--- src/rtl/envelope_scaler_if.sv ---
// Bus between the envelope scaler and its driver: gate pulses, ADSR rates,
// the raw sample in, and the scaled sample plus envelope status out.
interface envelope_scaler_if #(
    parameter int WAVE_DEPTH = 8,
    parameter int ENV_DEPTH  = 8
);
    logic                  gate_open;
    logic                  gate_close;
    logic [7:0]            attack;
    logic [7:0]            decay;
    logic [ENV_DEPTH-1:0]  sustain;
    logic [7:0]            release_rate;
    logic [WAVE_DEPTH-1:0] waveform;
    logic [WAVE_DEPTH-1:0] out;
    logic [ENV_DEPTH-1:0]  level;
    logic [2:0]            state;
    logic                  active;

    modport master (
        output gate_open, gate_close, attack, decay, sustain, release_rate, waveform,
        input  out, level, state, active
    );

    modport slave (
        input  gate_open, gate_close, attack, decay, sustain, release_rate, waveform,
        output out, level, state, active
    );
endinterface

--- src/rtl/envelope_scaler.sv ---
// ADSR envelope generator with a registered amplitude scaler on the output.
//
// state   | meaning
// IDLE    | envelope at rest, accumulator held
// ATTACK  | ramping up by attack+1 per cycle until full scale
// DECAY   | ramping down by decay+1 per cycle until sustain level
// SUSTAIN | accumulator follows the live sustain level
// RELEASE | ramping down by release+1 per cycle until zero
module envelope_scaler #(
    parameter int WAVE_DEPTH = 8,
    parameter int ENV_DEPTH  = 8,
    parameter int FRAC       = 8
) (
    input  logic              clk_i,
    input  logic              rst_n_i,
    envelope_scaler_if.slave  bus
);
    localparam int ACC_W  = ENV_DEPTH + FRAC;
    localparam int PROD_W = WAVE_DEPTH + ENV_DEPTH;

    typedef enum logic [2:0] {
        IDLE    = 3'd0,
        ATTACK  = 3'd1,
        DECAY   = 3'd2,
        SUSTAIN = 3'd3,
        RELEASE = 3'd4
    } state_t;

    state_t                state_q, state_d;
    logic [ACC_W-1:0]      acc_q, acc_d;
    logic [WAVE_DEPTH-1:0] out_q, out_d;

    // One extra bit on all comparisons so neither overflow nor underflow can wrap.
    logic [ACC_W:0] acc_w, inc_w, dec_w, rel_w, sus_w, max_w, sum_w, floor_w;
    logic [ENV_DEPTH-1:0] level_w;
    logic [PROD_W-1:0]    prod_w;

    assign acc_w   = {1'b0, acc_q};
    assign inc_w   = (ACC_W+1)'(bus.attack) + (ACC_W+1)'(1);
    assign dec_w   = (ACC_W+1)'(bus.decay) + (ACC_W+1)'(1);
    assign rel_w   = (ACC_W+1)'(bus.release_rate) + (ACC_W+1)'(1);
    assign sus_w   = {1'b0, bus.sustain, {FRAC{1'b0}}};
    assign max_w   = {1'b0, {ACC_W{1'b1}}};
    assign sum_w   = acc_w + inc_w;
    assign floor_w = sus_w + dec_w;

    assign level_w = acc_q[ACC_W-1:FRAC];
    assign prod_w  = PROD_W'(bus.waveform) * PROD_W'(level_w);
    assign out_d   = prod_w[PROD_W-1:ENV_DEPTH];

    // Next envelope state and accumulator value; gate pulses override the phase step.
    always_comb begin
        state_d = state_q;
        acc_d   = acc_q;
        case (state_q)
            ATTACK: begin
                if (sum_w >= max_w) begin
                    acc_d   = '1;
                    state_d = DECAY;
                end else begin
                    acc_d = sum_w[ACC_W-1:0];
                end
            end
            DECAY: begin
                if (sus_w >= acc_w || acc_w <= floor_w) begin
                    acc_d   = sus_w[ACC_W-1:0];
                    state_d = SUSTAIN;
                end else begin
                    acc_d = acc_q - dec_w[ACC_W-1:0];
                end
            end
            SUSTAIN: acc_d = sus_w[ACC_W-1:0];
            RELEASE: begin
                if (acc_w <= rel_w) begin
                    acc_d   = '0;
                    state_d = IDLE;
                end else begin
                    acc_d = acc_q - rel_w[ACC_W-1:0];
                end
            end
            default: acc_d = acc_q;
        endcase

        // A held gate keeps stepping the attack so it behaves like a continuous attack.
        if (bus.gate_open) begin
            state_d = ATTACK;
            if (state_q != ATTACK) begin
                acc_d = acc_q;
            end
        end else if (bus.gate_close &&
                     (state_q == ATTACK || state_q == DECAY || state_q == SUSTAIN)) begin
            state_d = RELEASE;
            acc_d   = acc_q;
        end
    end

    // Envelope state, accumulator and scaled output registers.
    always_ff @(posedge clk_i or negedge rst_n_i) begin
        if (!rst_n_i) begin
            state_q <= IDLE;
            acc_q   <= '0;
            out_q   <= '0;
        end else begin
            state_q <= state_d;
            acc_q   <= acc_d;
            out_q   <= out_d;
        end
    end

    assign bus.out    = out_q;
    assign bus.level  = level_w;
    assign bus.state  = state_q;
    assign bus.active = (state_q != IDLE);
endmodule

--- src/flat_wrapper.sv ---
// flat-port wrapper written by rule: the top's interface ports become plain ports
module envelope_scaler_flat 
#(
    parameter int WAVE_DEPTH = 8,
    parameter int ENV_DEPTH  = 8,
    parameter int FRAC       = 8
)
  (clk_i, rst_n_i, bus_gate_open, bus_gate_close, bus_attack, bus_decay, bus_sustain, bus_release_rate, bus_waveform, bus_out, bus_level, bus_state, bus_active);
  envelope_scaler_if #(.WAVE_DEPTH(WAVE_DEPTH), .ENV_DEPTH(ENV_DEPTH)) bus_i ();
  input  logic clk_i;
  input  logic rst_n_i;
  input wire logic [$bits(bus_i.gate_open)-1:0] bus_gate_open;
  input wire logic [$bits(bus_i.gate_close)-1:0] bus_gate_close;
  input wire logic [$bits(bus_i.attack)-1:0] bus_attack;
  input wire logic [$bits(bus_i.decay)-1:0] bus_decay;
  input wire logic [$bits(bus_i.sustain)-1:0] bus_sustain;
  input wire logic [$bits(bus_i.release_rate)-1:0] bus_release_rate;
  input wire logic [$bits(bus_i.waveform)-1:0] bus_waveform;
  output wire logic [$bits(bus_i.out)-1:0] bus_out;
  output wire logic [$bits(bus_i.level)-1:0] bus_level;
  output wire logic [$bits(bus_i.state)-1:0] bus_state;
  output wire logic [$bits(bus_i.active)-1:0] bus_active;
  assign bus_i.gate_open = bus_gate_open;
  assign bus_i.gate_close = bus_gate_close;
  assign bus_i.attack = bus_attack;
  assign bus_i.decay = bus_decay;
  assign bus_i.sustain = bus_sustain;
  assign bus_i.release_rate = bus_release_rate;
  assign bus_i.waveform = bus_waveform;
  assign bus_out = bus_i.out;
  assign bus_level = bus_i.level;
  assign bus_state = bus_i.state;
  assign bus_active = bus_i.active;
  envelope_scaler #(.WAVE_DEPTH(WAVE_DEPTH), .ENV_DEPTH(ENV_DEPTH), .FRAC(FRAC)) u_core (.clk_i(clk_i), .rst_n_i(rst_n_i), .bus(bus_i));
endmodule
--- config.mk ---
export PLATFORM = sky130hd
export DESIGN_NAME = envelope_scaler_flat
export DESIGN_NICKNAME = d
export VERILOG_FILES = /design/src/rtl/envelope_scaler_if.sv /design/src/rtl/envelope_scaler.sv /design/src/flat_wrapper.sv
export SDC_FILE = /design/constraint.sdc
export NUM_CORES = 1
export LEC_CHECK = 0
export CAP_MARGIN = 20
export CORE_ASPECT_RATIO = 0.6
export CORE_MARGIN = 1.5
export CORE_UTILIZATION = 62
export CTS_BUF_LIST = sky130_fd_sc_hd__clkbuf_8
export DETAILED_ROUTE_END_ITERATION = 12
export GPL_TIMING_DRIVEN = 0
export MAX_ROUTING_LAYER = met4
export PLACE_DENSITY = 0.87
export SLEW_MARGIN = 30
export SYNTH_ARGS = -nofsm -noshare
export SYNTH_HDL_FRONTEND = slang
export SYNTH_SLANG_ARGS = --single-unit
--- constraint.sdc ---
create_clock -name clk_i -period 8.5 [get_ports clk_i]
set_clock_uncertainty 0.05 [all_clocks]
set_input_delay 1.7 -clock clk_i [delete_from_list [all_inputs] [get_ports clk_i]]
set_output_delay 1.7 -clock clk_i [all_outputs]
set_load 0.005 [all_outputs]
==> impl_metrics.csv, run 1 <==
group,metric,value,unit
timing,finalSetupViolations,0,
clock_network,clkSinkCount,27,
timing,drv_slew,0,
clock_network,cts_resized,0,
grt,antenna_found_initial,0,
setup_path,slowest_delay,0.59,ns
route,dr_total_vias,5965,
route,viasPerCell,6.41,
floorplanning,core.rowCount,27,
grt,grt_max_degree,28,
final_layout,drive_above_1_share,3.88,%
grt,gr-total-overflow,0,
timing,fmax,155,MHz
synth,syn_area,5810,um^2
synth,synth_fp_nets,897,
synth,synth-main-ff-cell,"dfrtp_1",
route,wl_per_cell,19.4,um
timing,finalSetupTns,0,ns
clock_network,clk_latency,0.30,ns
timing,fin_crit_sh,75.8,%
setup_path,worstSetupEndpointType,"flip-flop",
timing,rsz0062_at_grt,"false",
setup_path,cp_top_family,"adder cells",
floorplanning,die_width,128,um
route,drt_drc_violations_left,0,
clock_network,hold_buffers,0,
timing,report.final.hold_viol_count,0,
grt,grt_pass1_wl,28.7,mm
clock_network,cts_tree,"done",
placed_design,post-place-ws,1.86,ns
setup_path,worst-path-stages,16,
timing,tightestPinTransition,0.900,ns
setup_path,cp_data_arrival_time,6.63,ns
synth,synth_warnings,0,
floorplanning,ios,64,
route,drt-total-wl,18.0,mm
min_path,hold_class,"reg2reg",
synth,ys_top_cells_by_count,"ha_1 (81), inv_1 (77), nand2_1 (68)",
placed_design,io_buffer_count,62,
outcome,status,"completed",
grt,grt_pass1_vias,5701,
grt,grt.total_usage,38.0,%
setup_path,worstSetupPathType,"in2reg",
floorplanning,core_area,9160,um^2
floorplanning,die_y,78.0,um
synth,synth_top_cell_area_share,17.4,%
setup_path,cp_common_cell,"fa_1",
setup_path,critical_path_buf_inv_count,3,
final_layout,diodes,0,
clock_network,max-clock-path-buffers,2,
setup_path,cp.required,8.69,ns
floorplanning,start_util,63.5,%
synth,ys_types,62,
route,firstDrtPassIters,6,
setup_path,worstPathMaxFanout,8,
placed_design,post-dp-hpwl,14.9,mm
synth,synth-seq-cells,27,
timing,fin_hold_ws,0.626,ns
clock_network,cts_buffers,3,
placed_design,gp_congestion,1.11,
synth,synth.largest_area_cell,"ha_1",
final_layout,syn_to_final_growth,14.3,%
route,ant_nets,0,
setup_path,cp_slowest_cell,"clkdlybuf4s50_1",
timing,fin_crit,6.45,ns
synth,synth-edff-count,0,
timing,slew_headroom,40.0,%
final_layout,num-nets-final,964,
final_layout,fillCellCount,729,
setup_path,start_kind,"input pin",
route,drt_iter0_drc,553,
clock_network,h-tree-depth,1,
timing,fin_ws,2.05,ns
synth,async_flop_share,100,%
flow_run,maxCapViolCount,0,
min_path,holdPathStages,2,
synth,synth_most_common_cell,"ha_1",
clock_network,cts_setup_buffers,0,
clock_network,cts_root_buf,"clkbuf_8",
floorplanning,dieArea,9990,um^2
synth,synth_area_leaders,"ha_1 (17%), fa_1 (13%), dfrtp_1 (12%)",
setup_path,critical_path.cell_chain,"clkdlybuf4s50_1, and2_1, fa_1, inv_1, fa_1, fa_1, fa_1, inv_1, ha_1, and3_1, a21oi_1, a31oi_1, a41oi_1, nand2b_1, a21oi_1, xnor2_1",
setup_path,reg2regPathDepth,16,
synth,synth.avg_cell_area,7.92,um^2
synth,yosysSeqAreaShare,11.6,%
clock_network,clk_pin_slew,0.12,ns
synth,syn_inst,734,
## flip-flops by register name, summed over array words and instances, names as in the netlist
signal,flops
u_core.bus.out,8
u_core.bus.state,3
u_core.acc_q,16
## final timing paths
check	from	slack, ns	to
max	bus_waveform[2]	2.05	u_core.bus.out[7]
min	u_core.acc_q[0]	0.63	u_core.acc_q[0]
max reg2reg	u_core.acc_q[10]	2.83	u_core.bus.out[7]
min reg2reg	u_core.acc_q[0]	0.63	u_core.acc_q[0]
max in group asynchronous	rst_n_i	6.56	u_core.acc_q[13]
min in group asynchronous	rst_n_i	1.38	u_core.bus.out[7]
## area by class of cell
| cell class | count | area (um^2) | share of cell area (%) |
|---|---|---|---|
| Multi-Input combinational cell | 600 | 4710 | 70.9 |
| Sequential cell | 27 | 676 | 10.2 |
| Clock inverter | 1 | 7.51 | 0.113 |
| Timing Repair Buffer | 62 | 616 | 9.26 |
| Tap cell | 130 | 163 | 2.45 |
| Buffer | 30 | 145 | 2.18 |
| Inverter | 77 | 289 | 4.35 |
| Clock buffer | 3 | 41.3 | 0.621 |
## layout by cell type, fill, tap and decap left out, types with 4 or more instances in the layout
master,synthesis,routed
inv_1,77,77
nand2_1,68,68
a31oi_1,9,9
buf_4,8,8
a21o_1,10,10
nor4_1,4,4
nor2_1,47,47
a21oi_1,42,42
nand4_1,8,8
and2_1,33,33
nor2b_1,8,8
dfrtp_1,27,27
ha_1,81,81
o211ai_1,5,5
clkdlybuf4s50_1,0,61
a221oi_1,9,9
nor3_1,22,21
and3_1,13,13
nand2b_1,10,10
o21a_1,7,7
xnor2_1,35,35
nand3_1,29,29
xor2_1,22,22
clkbuf_1,20,20
a211oi_1,10,10
or2_2,5,5
o21ai_0,28,28
o21bai_1,4,4
fa_1,38,38
## worst min-delay path, cell delays in order, from the launching register on
cell      delay, ns
dfrtp_1        0.47
nor2_1         0.13
a211oi_1       0.05
## routing by layer
metal	global-route usage, %	vias to the layer above	wire, um
met5	-	-	0
met4	4.38	0	112
met3	14.2	16	2800
met2	53.4	370	7310
met1	53.6	2876	7780
li1	-	2703	-
## stage by stage
| stage | utilization, % | area (um^2) | instances |
|---|---|---|---|
| global placement | 72.1 | 6600 | 926 |
| global route | 72.6 | 6650 | 930 |
| CTS | 72.6 | 6650 | 930 |
| detailed placement | 72.1 | 6600 | 926 |
| finish | 72.6 | 6650 | 930 |
| floorplan | - | 5810 | 734 |
## cells by family after synthesis
family / after synthesis / synth area share, %
and+or+nand+nor: 260 / 22.5
AOI/OAI and AO/OA: 162 / 19.0
adders and majority gates: 119 / 30.5
buffers and inverters: 107 / 7.47
xor gates and xnor gates: 57 / 8.59
DFF: 27 / 11.6
muxes: 2 / 0.344
Power of run 1 is left out: the tool's default activity adds up to more than one toggle a clock period on the data nets, which glitch-free logic cannot reach.
==> run 2, diff against run 1 <==
--- a/config.mk
+++ b/config.mk
@@ -8,12 +8,12 @@
 export CAP_MARGIN = 20
 export CORE_ASPECT_RATIO = 0.6
 export CORE_MARGIN = 1.5
-export CORE_UTILIZATION = 62
+export CORE_UTILIZATION = 60
 export CTS_BUF_LIST = sky130_fd_sc_hd__clkbuf_8
 export DETAILED_ROUTE_END_ITERATION = 12
 export GPL_TIMING_DRIVEN = 0
 export MAX_ROUTING_LAYER = met4
-export PLACE_DENSITY = 0.87
+export PLACE_DENSITY = 0.84
 export SLEW_MARGIN = 30
 export SYNTH_ARGS = -nofsm -noshare
 export SYNTH_HDL_FRONTEND = slang
==> constraint.sdc (replaced) <==
create_clock -name clk_i -period 6.06 [get_ports clk_i]
set_clock_uncertainty 0.05 [all_clocks]
set_input_delay 1.212 -clock clk_i [delete_from_list [all_inputs] [get_ports clk_i]]
set_output_delay 1.212 -clock clk_i [all_outputs]
set_load 0.005 [all_outputs]
==> impl_metrics.csv, run 2 (synthesis results as in run 1) <==
group,metric,value,unit
setup_path,cp.required,6.25,ns
grt,grt_pass1_vias,5794,
final_layout,syn_to_final_growth,14.6,%
placed_design,post-dp-hpwl,15.3,mm
final_layout,fin_cells,930,
setup_path,worstSetupPathType,"in2reg",
clock_network,clk_pin_slew,0.12,ns
setup_path,cp_data_arrival_time,6.01,ns
timing,slew_headroom,37.5,%
clock_network,clkSinkCount,27,
floorplanning,core_area,9290,um^2
setup_path,worstSetupEndpointType,"flip-flop",
floorplanning,dieArea,10300,um^2
final_layout,top_register,"u_core.acc_q",
timing,fmax,172,MHz
grt,antenna_found_initial,0,
min_path,hold_class,"reg2reg",
clock_network,hold_buffers,0,
setup_path,critical_path.cell_chain,"clkdlybuf4s50_1, and2_1, fa_1, inv_1, fa_1, fa_1, fa_1, inv_1, ha_1, and3_1, a21oi_2, a31oi_2, a41oi_1, nand2b_1, a21oi_1, xnor2_1",
setup_path,start_kind,"input pin",
final_layout,post-route-util,71.7,%
grt,grt.total_usage,38.6,%
placed_design,gp_congestion,1.01,
clock_network,cts_root_buf,"clkbuf_8",
clock_network,cts_setup_buffers,0,
min_path,hold-path-endpoint,"u_core.bus.state[2]",
grt,gr-total-overflow,0,
floorplanning,core.rowCount,27,
timing,drv_slew,0,
final_layout,drive_above_1_share,4.13,%
floorplanning,die_width,130,um
timing,tightestPinTransition,0.937,ns
timing,fin_crit,5.82,ns
grt,grt_pass1_wl,29.6,mm
floorplanning,ios,64,
clock_network,cts_tree,"done",
setup_path,cp_slowest_cell,"clkdlybuf4s50_1",
route,wl_per_cell,19.9,um
setup_path,cp_top_family,"adder cells",
final_layout,diodes,0,
final_layout,layout_commonest_cell,"ha_1",
route,viasPerCell,6.38,
floorplanning,start_util,62.6,%
setup_path,worstPathMaxFanout,7,
placed_design,io_buffer_count,62,
route,drt_iter0_drc,603,
route,ant_nets,0,
clock_network,h-tree-depth,1,
route,drt-total-wl,18.5,mm
clock_network,max-clock-path-buffers,2,
grt,grt_max_degree,28,
final_layout,fillCellCount,741,
final_layout,num-nets-final,964,
final_layout,largest_register_ffs,16,
setup_path,cp_common_cell,"fa_1",
timing,rsz0062_at_grt,"false",
setup_path,r2r_start,"u_core.acc_q[10]",
route,dr_total_vias,5937,
min_path,hold_start,"u_core.bus.state[2]",
timing,report.final.hold_viol_count,0,
route,firstDrtPassIters,5,
setup_path,reg2regPathDepth,18,
timing,fin_crit_sh,96.0,%
clock_network,cts_buffers,3,
setup_path,worst_r2r_endpoint,"u_core.bus.out[7]",
setup_path,slowest_delay,0.55,ns
clock_network,clk_latency,0.31,ns
placed_design,placed_cells,926,
timing,finalSetupViolations,0,
flow_run,maxCapViolCount,0,
route,drt_drc_violations_left,0,
outcome,status,"completed",
floorplanning,die_y,79.3,um
setup_path,critical_path_buf_inv_count,3,
setup_path,r2r_slack,0.42,ns
final_layout,final_cell_mix,"ha_1 (81), inv_1 (77), nand2_1 (68)",
min_path,holdPathStages,2,
run 2: changes by cell type in the layout (fill, tap and decap cells not counted), sizes merged:
cell and delta:
clkdlybuf4s50 -3, dlymetal6s2s +3
run 2: layout make-up:
cell class                 count  area (um^2)  share of cell area (%)
clock inverter                 1         7.51                   0.113
sequential                    27          676                    10.1
multi-input combinational    600         4720                    70.8
inverter                      77          289                    4.34
buffer                        30          145                    2.18
tap                          130          163                    2.44
clock buffer                   3         41.3                   0.620
timing repair buffer          62          623                    9.35
run 2: metal layers:
layer	vias to the layer above	wire, um	GRT usage (%)	share of wire [%]
li1	2701	-	-	-
met1	2825	8440	56.3	46
met2	385	7290	53.6	39
met3	26	2500	10.4	14
met4	0	245	6.33	1.3
met5	-	0	-	0
run 2: worst max path at each step:
stage	startpoint	endpoint	slack (ns)	cells past startpoint
2_1_floorplan	bus_waveform[5]	u_core.bus.out[7]	0.82	17
3_3_place_gp	bus_waveform[1]	u_core.bus.out[7]	0.03	16
3_5_place_dp	bus_waveform[1]	u_core.bus.out[7]	-0.12	16
4_1_cts	bus_waveform[1]	u_core.bus.out[7]	0.18	16
5_1_grt	bus_waveform[6]	u_core.bus.out[7]	0.02	17
6_report	bus_waveform[1]	u_core.bus.out[7]	0.24	16
run 2: what timing repair did:
action	CTS	global route
hold endpoints to repair	0	0
endpoints found under the setup margin	0	2
gates resized for setup	0	5
run 2: worst register-to-register path, cell delays in order, from the launching register on:
cell	delay (ns)
dfrtp_1	0.56
clkbuf_1	0.48
clkbuf_1	0.45
nand2_1	0.13
fa_1	0.50
inv_1	0.05
fa_1	0.47
inv_1	0.05
fa_1	0.50
fa_1	0.55
inv_1	0.04
ha_1	0.33
or2_2	0.29
a21oi_1	0.22
a31oi_2	0.11
a41oi_1	0.30
nand2b_1	0.15
a21oi_1	0.21
xnor2_1	0.13
run 2: through the flow:
step                worst slack [ns]  hold WS, ns  cell area (um^2)  TNS, ns
floorplan                      0.821        0.522              5810        0
global placement              0.0297        0.588              6600        0
detailed placement            -0.123        0.587              6600   -0.145
CTS                            0.181        0.606              6650        0
global route                  0.0246        0.648              6660        0
finish                         0.244        0.623              6660        0
Power of run 2 is left out for the same reason.
